## config.mk

```make
export PLATFORM = sky130hd
export DESIGN_NAME = seq_det_ctrl
export DESIGN_NICKNAME = d
export VERILOG_FILES = /design/src/rtl/seq_ctrl_pkg.sv /design/src/rtl/pat_match.sv /design/src/rtl/seq_det_ctrl.sv
export SDC_FILE = /design/constraint.sdc
export NUM_CORES = 1
export LEC_CHECK = 0
export CORE_UTILIZATION = 56
export CTS_CLUSTER_SIZE = 14
export DETAILED_ROUTE_END_ITERATION = 10
export HOLD_SLACK_MARGIN = 0.08
export PLACE_DENSITY = 0.85
export SYNTH_ARGS = -nofsm -noshare
export SYNTH_HDL_FRONTEND = slang
export SYNTH_SLANG_ARGS = --single-unit
```

## constraint.sdc

```tcl
create_clock -name clk -period 4.7 [get_ports clk]
set_input_delay 1.175 -clock clk [delete_from_list [all_inputs] [get_ports clk]]
set_output_delay 1.175 -clock clk [all_outputs]
set_load 0.02 [all_outputs]
```

## src/rtl/seq_ctrl_pkg.sv

```systemverilog
// Shared constants for the serial pattern detector controller.
//   - ST_* : controller state encoding (IDLE / RUN / DONE)
//   - PAT_W_DEF / CNT_W_DEF : default pattern length and counter width
package seq_ctrl_pkg;

  localparam int PAT_W_DEF = 4;
  localparam int CNT_W_DEF = 8;

  localparam logic [1:0] ST_IDLE = 2'd0;
  localparam logic [1:0] ST_RUN  = 2'd1;
  localparam logic [1:0] ST_DONE = 2'd2;

endpackage

```

## src/rtl/pat_match.sv

```systemverilog
// Shift history, fill counter and pattern compare for one detection run.
// Ports:
//   clk, res      : clock, asynchronous active-low reset
//   bit_en        : a bit is accepted at the next rising edge
//   bit_in        : the serial bit being accepted
//   clr           : clear history and fill (start of a new run)
//   ovl           : 1 = overlapping matches, 0 = fill restarts after a match
//   pattern       : pattern to hunt, MSB = first-received bit
//   match         : combinational; the bit being accepted completes a match
module pat_match
  import seq_ctrl_pkg::*;
#(
  parameter int PAT_W = PAT_W_DEF
) (
  input  logic             clk,
  input  logic             res,
  input  logic             bit_en,
  input  logic             bit_in,
  input  logic             clr,
  input  logic             ovl,
  input  logic [PAT_W-1:0] pattern,
  output logic             match
);

  localparam int FW = $clog2(PAT_W + 1);

  logic [PAT_W-1:0] hist_q, hist_d;
  logic [FW-1:0]    fill_q, fill_inc;

  // Look one bit ahead: the match is judged on the history as it will be
  // after the accepting edge, so the controller can count it on that edge.
  always_comb begin
    hist_d   = {hist_q[PAT_W-2:0], bit_in};
    fill_inc = (fill_q == FW'(PAT_W)) ? fill_q : fill_q + FW'(1);
    match    = bit_en && (fill_inc == FW'(PAT_W)) && (hist_d == pattern);
  end

  always_ff @(posedge clk or negedge res) begin
    if (!res) begin
      hist_q <= '0;
      fill_q <= '0;
    end else if (clr) begin
      hist_q <= '0;
      fill_q <= '0;
    end else if (bit_en) begin
      hist_q <= hist_d;
      // Non-overlapping mode: the next match needs PAT_W fresh bits, but the
      // history itself keeps shifting.
      fill_q <= (match && !ovl) ? '0 : fill_inc;
    end
  end

endmodule

```

## src/rtl/seq_det_ctrl.sv

```systemverilog
// Run-controlled programmable serial pattern detector.
// A host starts a run (pattern / overlap mode / match target latched at
// start), the block hunts the serial stream, pulses y per match and ends
// the run when the target is reached (done pulse) or on abort.
// Handshake: a serial bit is consumed on a rising edge where a_vld=1 while
// the controller is in RUN and abort=0; there is no back-pressure, a_vld in
// any other state is simply dropped.
// Ports:
//   clk, res     : clock, asynchronous active-low reset
//   start        : begin a run (IDLE only)
//   abort        : end the run immediately (RUN only), beats a same-edge match
//   cfg_pattern  : pattern, MSB first-received; cfg_overlap; cfg_target (0 = unlimited)
//   a, a_vld     : serial data bit and its valid
//   y            : one-cycle match pulse, one cycle after the accepting edge
//   busy         : high in RUN
//   done         : one-cycle pulse when the target was reached
//   match_cnt    : matches in the current or last run (saturating)
//   dbg_state    : controller state (ST_IDLE / ST_RUN / ST_DONE)
module seq_det_ctrl
  import seq_ctrl_pkg::*;
#(
  parameter int PAT_W = PAT_W_DEF,
  parameter int CNT_W = CNT_W_DEF
) (
  input  logic             clk,
  input  logic             res,
  input  logic             start,
  input  logic             abort,
  input  logic [PAT_W-1:0] cfg_pattern,
  input  logic             cfg_overlap,
  input  logic [CNT_W-1:0] cfg_target,
  input  logic             a,
  input  logic             a_vld,
  output logic             y,
  output logic             busy,
  output logic             done,
  output logic [CNT_W-1:0] match_cnt,
  output logic [1:0]       dbg_state
);

  logic [1:0]       state_q, state_d;
  logic [PAT_W-1:0] pat_q;
  logic             ovl_q;
  logic [CNT_W-1:0] tgt_q;
  logic [CNT_W-1:0] cnt_q;
  logic             y_q;

  logic accept, run_start, match, hit_target;

  always_comb begin
    accept     = (state_q == ST_RUN) && a_vld && !abort;
    run_start  = (state_q == ST_IDLE) && start;
    hit_target = (tgt_q != '0) && ((cnt_q + CNT_W'(1)) == tgt_q);
  end

  pat_match #(
    .PAT_W (PAT_W)
  ) u_pat_match (
    .clk     (clk),
    .res     (res),
    .bit_en  (accept),
    .bit_in  (a),
    .clr     (run_start),
    .ovl     (ovl_q),
    .pattern (pat_q),
    .match   (match)
  );

  // State register
  always_ff @(posedge clk or negedge res) begin
    if (!res) state_q <= ST_IDLE;
    else      state_q <= state_d;
  end

  // Next-state logic; match already excludes abort through accept.
  always_comb begin
    state_d = state_q;
    case (state_q)
      ST_IDLE: if (start) state_d = ST_RUN;
      ST_RUN: begin
        if (abort)                    state_d = ST_IDLE;
        else if (match && hit_target) state_d = ST_DONE;
      end
      ST_DONE: state_d = ST_IDLE;
      default: state_d = ST_IDLE;
    endcase
  end

  // Configuration latch, match counter and registered match pulse.
  always_ff @(posedge clk or negedge res) begin
    if (!res) begin
      pat_q <= '0;
      ovl_q <= 1'b0;
      tgt_q <= '0;
      cnt_q <= '0;
      y_q   <= 1'b0;
    end else begin
      y_q <= match;
      if (run_start) begin
        pat_q <= cfg_pattern;
        ovl_q <= cfg_overlap;
        tgt_q <= cfg_target;
        cnt_q <= '0;
      end else if (match && (cnt_q != '1)) begin
        cnt_q <= cnt_q + CNT_W'(1);
      end
    end
  end

  // Outputs
  always_comb begin
    busy      = (state_q == ST_RUN);
    done      = (state_q == ST_DONE);
    dbg_state = state_q;
    y         = y_q;
    match_cnt = cnt_q;
  end

endmodule

```

==> results by group, run 1 <==
Worst setup path
  • Worst reg2reg path depth: 7
  • Crit path DAT: 3.32 ns
  • CP endpoint kind: flip-flop
  • Critical path required time: 4.92 ns
  • Critical setup path kind: in2reg
  • RR Endpoint: match_cnt[1]
  • Cells along the critical path: clkdlybuf4s50_1 -> nor3b_1 -> nand2_1 -> a211oi_4 -> nand2_2 -> a31o_1
  • Setup slack, reg-to-reg: 2.28 ns
  • R2r startpoint: u_pat_match.fill_q[0]
  • CP max stage delay: 0.54 ns
  • CP max stage cell: nor3b_1
  • Worst Path Max Fanout: 10
  • Startpoint Class: input port

Cells and area
  • Reg area: 751 sq um
  • Proportion of layout cells with a drive suffix above 1: 6.47%
  • Area of the multi-input gates: 896 sq um
  • Fin cells: 263
  • Commonest non-fill, non-tap cell in the layout: nand2_1
  • P&R area growth vs syn: 23.0%
  • Nets: 253
  • ANT cells: 0
  • Most frequent cells in the layout: nand2_1 (47), clkdlybuf4s50_1 (31), dfrtp_1 (30)
  • Fillers: 235

Drt
  • Wire per inst: 14.4 microns
  • 1st-iter DRT viols: 54
  • ANT nets after route: 0
  • TritonRoute pass-1 iters: 7
  • DRC viols: 3
  • Detailed-route via count: 1,531
  • Routed WL: 3790 microns
  • Vias per inst: 5.82

Timing
  • Max Fclk: 323 MHz
  • Setup_tns: 0 ns
  • Final period util: 66.0%
  • Post-layout min period: 3.10 ns
  • Unrepaired setup endpoints after global routing: no
  • Slew Limit Fails: 0
  • Skew final: 0.0170 ns
  • Max_slew headroom: 57.8%
  • Final Setup Violations: 0
  • Least-Margin Pin Slew: 0.633 ns
  • Final Hold Fails: 0

Floorplanning
  • # IOs: 32
  • Core area: 0.00283 sq mm
  • Site Rows: 19
  • Die Y: 57.3 microns
  • Starting Density: 60.6%
  • Die ar.: 0.00329 sq mm
  • Die X: 57.3 microns

Synth
  • Main flop type after synthesis: dfrtp_1
  • Yosys warning count: 0
  • Area of the mapped netlist: 0.00171 sq mm
  • Synth area leaders: dfrtp_1 (44%), nand2_1 (10%), xnor2_1 (4.6%)
  • Synthesized area per cell: 8.61 sq um
  • Share of the synthesized area in the top cell type: 43.8%
  • Yosys reg bits: 30
  • Syn_nets: 221
  • Ys async rst share: 100%
  • Synthesized netlist cell count: 199
  • Number of synthesized flops with an enable pin: 0
  • Post-synth top area cell: dfrtp_1
  • Count of cell types in the netlist: 42
  • Sequential share of the synthesized area: 43.8%

CTS
  • Post-CTS Repair Setup Buffers: 0
  • Maximum buffer depth of the clock tree: 2
  • Clock Latency Late Sink: 0.34 ns
  • Clock root buffer: clkbuf_4
  • Cts hold-fix bufs: 0
  • Sink Count: 30
  • H-tree levels: 2
  • CTS tree: done
  • Clk slew on worst S/H paths: 0.10 ns
  • PostCTS Resize Cnt: 0
  • Cts bufs inserted: 5

Hold path
  • HP Start: ovl_q
  • Hold EP: ovl_q
  • Worst Hold Depth: 2
  • Hold WC Path Type: reg2reg

Power and ir drop
  • Internal Power: 0.423 mW
  • Sw Pwr: 0.196 mW
  • Peak VDD IR: 224 uV
  • Total power: 0.619 mW
  • Cell leakage power: 0.906 nW
  • Clock share of power: 26.6%
  • Sw Share: 31.6%
  • Combinational share of power: 22.3%
  • Pwr Density: 294 mW/mm^2
  • Power share of the sequential group: 51.2%

Global route
  • First-pass GRT wire length: 6630 microns
  • All-Layer GR Usage: 26.8%
  • Vias in the first global route: 1,486
  • Initial antenna violation count: 0
  • Largest net degree at the start of global routing: 31
  • Overflow after GRT: 0

Placed design
  • # port buffers: 31
  • Placer Congestion: 0.889
  • Dpl hpwl: 2760 microns
  • Placed Instances: 255

Job
  • Max cap viols: 0

Run status
  • Status: complete, but fails checks
  • Failing checks: DRC
==> registers in the layout, indices dropped and copies added, names as in the netlist <==
| signal | count |
|---|---|
| dbg_state | 2 |
| y | 1 |
| u_pat_match.fill_q | 3 |
| pat_q | 4 |
| match_cnt | 8 |
| u_pat_match.hist_q | 3 |
| ovl_q | 1 |
| tgt_q | 8 |
==> synthesized netlist by cell type, types with 7 or more instances <==
master	count
nor2_1	10
o21ai_0	10
a21oi_1	7
xnor2_1	9
nand2_1	47
nand3_1	10
dfrtp_1	30
clkbuf_1	7
inv_1	11
==> how the worst max path moves through the flow <==
stage	cells after the start	end	from
finish	6	match_cnt[1]	abort
global route	6	match_cnt[0]	abort
CTS	6	match_cnt[1]	abort
detailed placement	6	match_cnt[1]	abort
global placement	6	match_cnt[4]	abort
floorplan	5	match_cnt[1]	abort
==> metal layers <==
metal | global-route usage, % | vias to the layer above | wire, microns
met1 | 35.4 | 714 | 1680
li1 | - | 758 | -
met3 | 7.03 | 6 | 222
met4 | 7.32 | 0 | 44
met2 | 43.9 | 53 | 1840
met5 | 0 | - | 0
==> critical path, delay by kind of cell <==
kind,cells,cell delay (ns)
AO/OA/AOI/OAI,2,0.71
buffers and inverters,1,0.41
AND/OR/NAND/NOR,3,1.03
==> power groups by stage <==
| stage | Clock (mW) | Combinational [mW] | Sequential (mW) |
|---|---|---|---|
| 2_1_floorplan | 0 | 0.0920 | 0.315 |
| 3_3_place_gp | 0 | 0.132 | 0.320 |
| 3_5_place_dp | 0 | 0.137 | 0.322 |
| 4_1_cts | 0.168 | 0.139 | 0.316 |
| 5_1_grt | 0.181 | 0.156 | 0.321 |
| 6_report | 0.165 | 0.138 | 0.317 |
==> cells by family (layout without fill, tap and decap cells) <==
group                    after synthesis  in the layout  synth area share, %
adder cells (fa/ha/maj)                3              3                 2.19
AND/OR/NAND/NOR                       92             92                 25.3
multiplexers                           2              2                 1.17
XOR/XNOR                              12             12                 6.13
flip-flops                            30             30                 43.8
buffers and inverters                 18             51                 3.94
AO/OA/AOI/OAI                         42             42                 17.4
==> layout make-up <==
class	count	share of cell area, %
Clock buffer	6	2.43
Clock inverter	2	0.593
Inverter	11	1.96
Multi-Input combinational cell	151	42.5
Sequential cell	30	35.6
Tap cell	31	1.84
Timing Repair Buffer	32	15.1
==> per-stage QoR <==
step | setup WS (ns) | hold WS (ns) | cell area [sq um] | utilization, %
detailed placement | 1.28 | 0.469 | 2040 | 72.3
global route | 1.37 | 0.525 | 2110 | 74.5
global placement | 1.42 | 0.471 | 2040 | 72.3
finish | 1.60 | 0.495 | 2110 | 74.5
CTS | 1.62 | 0.494 | 2110 | 74.5
floorplan | 2.06 | 0.447 | 1710 | -
No activity file was read; power rests on OpenSTA's default activity.
==> inputs of run 2 (changes only) <==
--- a/config.mk
+++ b/config.mk
@@ -5,11 +5,11 @@
 export SDC_FILE = /design/constraint.sdc
 export NUM_CORES = 1
 export LEC_CHECK = 0
-export CORE_UTILIZATION = 56
+export CORE_UTILIZATION = 47
 export CTS_CLUSTER_SIZE = 14
 export DETAILED_ROUTE_END_ITERATION = 10
 export HOLD_SLACK_MARGIN = 0.08
-export PLACE_DENSITY = 0.85
+export PLACE_DENSITY = 0.76
 export SYNTH_ARGS = -nofsm -noshare
 export SYNTH_HDL_FRONTEND = slang
 export SYNTH_SLANG_ARGS = --single-unit
==> constraint.sdc (replaced) <==
create_clock -name clk -period 2.8 [get_ports clk]
set_input_delay 0.7 -clock clk [delete_from_list [all_inputs] [get_ports clk]]
set_output_delay 0.7 -clock clk [all_outputs]
set_load 0.02 [all_outputs]
==> run 2 against run 1 <==
Against the previous run: the run now ends clean; first-iteration DRC count rose by 7.4%; combinational power is 71% higher; via count fell by 1.8%; global-route usage decreased by 5.7 points.
==> results by group, run 2 (synthesis results as in run 1) <==
Run status
  • Status: finished clean

CTS
  • Clock root buffer: clkbuf_4
  • PostCTS Resize Cnt: 0
  • Post-CTS Repair Setup Buffers: 0
  • Maximum buffer depth of the clock tree: 2
  • Clock Latency Late Sink: 0.32 ns
  • Clk slew on worst S/H paths: 0.10 ns
  • CTS tree: done
  • H-tree levels: 2
  • Sink Count: 30
  • Cts bufs inserted: 5
  • Cts hold-fix bufs: 0

Hold path
  • Hold WC Path Type: reg2reg

Floorplanning
  • Die Y: 62.4 microns
  • Site Rows: 21
  • Die ar.: 0.00389 sq mm
  • Core area: 0.00342 sq mm
  • Die X: 62.4 microns
  • # IOs: 32
  • Starting Density: 50.2%

Timing
  • Max_slew headroom: 58.1%
  • Slew Limit Fails: 0
  • Skew final: 0.00974 ns
  • Final period util: 84.9%
  • Least-Margin Pin Slew: 0.627 ns
  • Worst hold slack: 0.498 ns
  • Final Hold Fails: 0
  • Max Fclk: 420 MHz
  • Unrepaired setup endpoints after global routing: no
  • Setup_tns: 0 ns
  • Post-layout min period: 2.38 ns
  • Final Setup Violations: 0
  • Setup ws final: 0.421 ns

Worst setup path
  • Worst Path Max Fanout: 8
  • Worst path top cell family by delay: compound AO/OA/AOI/OAI gates
  • Cells along the critical path: inv_1 -> ha_1 -> or3b_1 -> a211o_1 -> a211oi_4 -> a21o_2 -> o21ai_0
  • CP endpoint kind: flip-flop
  • Critical setup path kind: reg2reg
  • CP max stage cell: a211oi_4
  • CP max stage delay: 0.44 ns
  • Crit path DAT: 2.57 ns
  • WP buf/inv: 1
  • Startpoint Class: flip-flop
  • Critical path required time: 3.00 ns

Global route
  • Vias in the first global route: 1,410
  • All-Layer GR Usage: 21.0%
  • First-pass GRT wire length: 6370 microns
  • Initial antenna violation count: 0
  • Overflow after GRT: 0
  • Largest net degree at the start of global routing: 31

Drt
  • DRC viols: 0
  • Routed WL: 3540 microns
  • Vias per inst: 5.35
  • TritonRoute pass-1 iters: 4
  • Wire per inst: 12.6 microns
  • Detailed-route via count: 1,503
  • 1st-iter DRT viols: 58
  • ANT nets after route: 0

Placed design
  • Dpl cell area: 0.00209 sq mm
  • Dpl hpwl: 2580 microns
  • # port buffers: 31
  • Placer Congestion: 0.823
  • Place WS: 0.304 ns

Power and ir drop
  • Pwr Density: 480 mW/mm^2
  • Total power: 1.03 mW
  • Cell leakage power: 0.921 nW
  • Peak VDD IR: 313 uV

Cells and area
  • P&R area growth vs syn: 25.2%
  • Most frequent cells in the layout: nand2_1 (47), clkdlybuf4s50_1 (31), dfrtp_1 (30)
  • Commonest non-fill, non-tap cell in the layout: nand2_1
  • Nets: 256
  • ANT cells: 0
  • Fin area: 0.00215 sq mm
  • Proportion of layout cells with a drive suffix above 1: 7.23%

Job
  • Max cap viols: 0
## run 2: worst reg2reg max path, delay by kind of cell (launching register included)
kind,cells,cell delay (ns)
and+or+nand+nor,1,0.36
DFF,1,0.40
buffers and inverters,1,0.09
adders and majority gates,1,0.23
AOI/OAI and AO/OA,4,1.17
## run 2: final cells by class
class	count	area, sq um
Fill cell	299	1270
Clock buffer	7	55.1
Timing Repair Buffer	35	340
Multi-Input combinational cell	151	896
Sequential cell	30	751
Tap cell	46	57.6
Inverter	11	41.3
Clock inverter	1	5.00
## run 2: layer usage
metal	GRT usage [%]	share of wire (%)	vias to the layer above
li1	-	-	770
met1	29.3	49	677
met2	32.4	44	52
met3	4.74	5.9	4
met4	6.98	1.1	0
met5	0	0	-
## run 2: final timing paths
check | to | from | slack (ns) | cells after the start
hold / removal | ovl_q | ovl_q | 0.50 | 2
hold reg to reg | ovl_q | ovl_q | 0.50 | 2
min in group asynchronous | match_cnt[6] | res | 0.75 | 2
max in group asynchronous | tgt_q[6] | res | 1.77 | 2
setup reg to reg | match_cnt[3] | u_pat_match.fill_q[0] | 0.42 | 7
setup / recovery | match_cnt[3] | u_pat_match.fill_q[0] | 0.42 | 7
## run 2: report_power, final
part / switching [mW] / internal, mW
clock: 0.142 / 0.122
combinational: 0.125 / 0.111
sequential: 0.0470 / 0.484
## run 2: metrics by stage
step           std cells  utilization [%]
6_report             281             62.8
2_1_floorplan        199                -
3_3_place_gp         273             61.1
4_1_cts              281             62.8
3_5_place_dp         273             61.1
5_1_grt              281             62.8
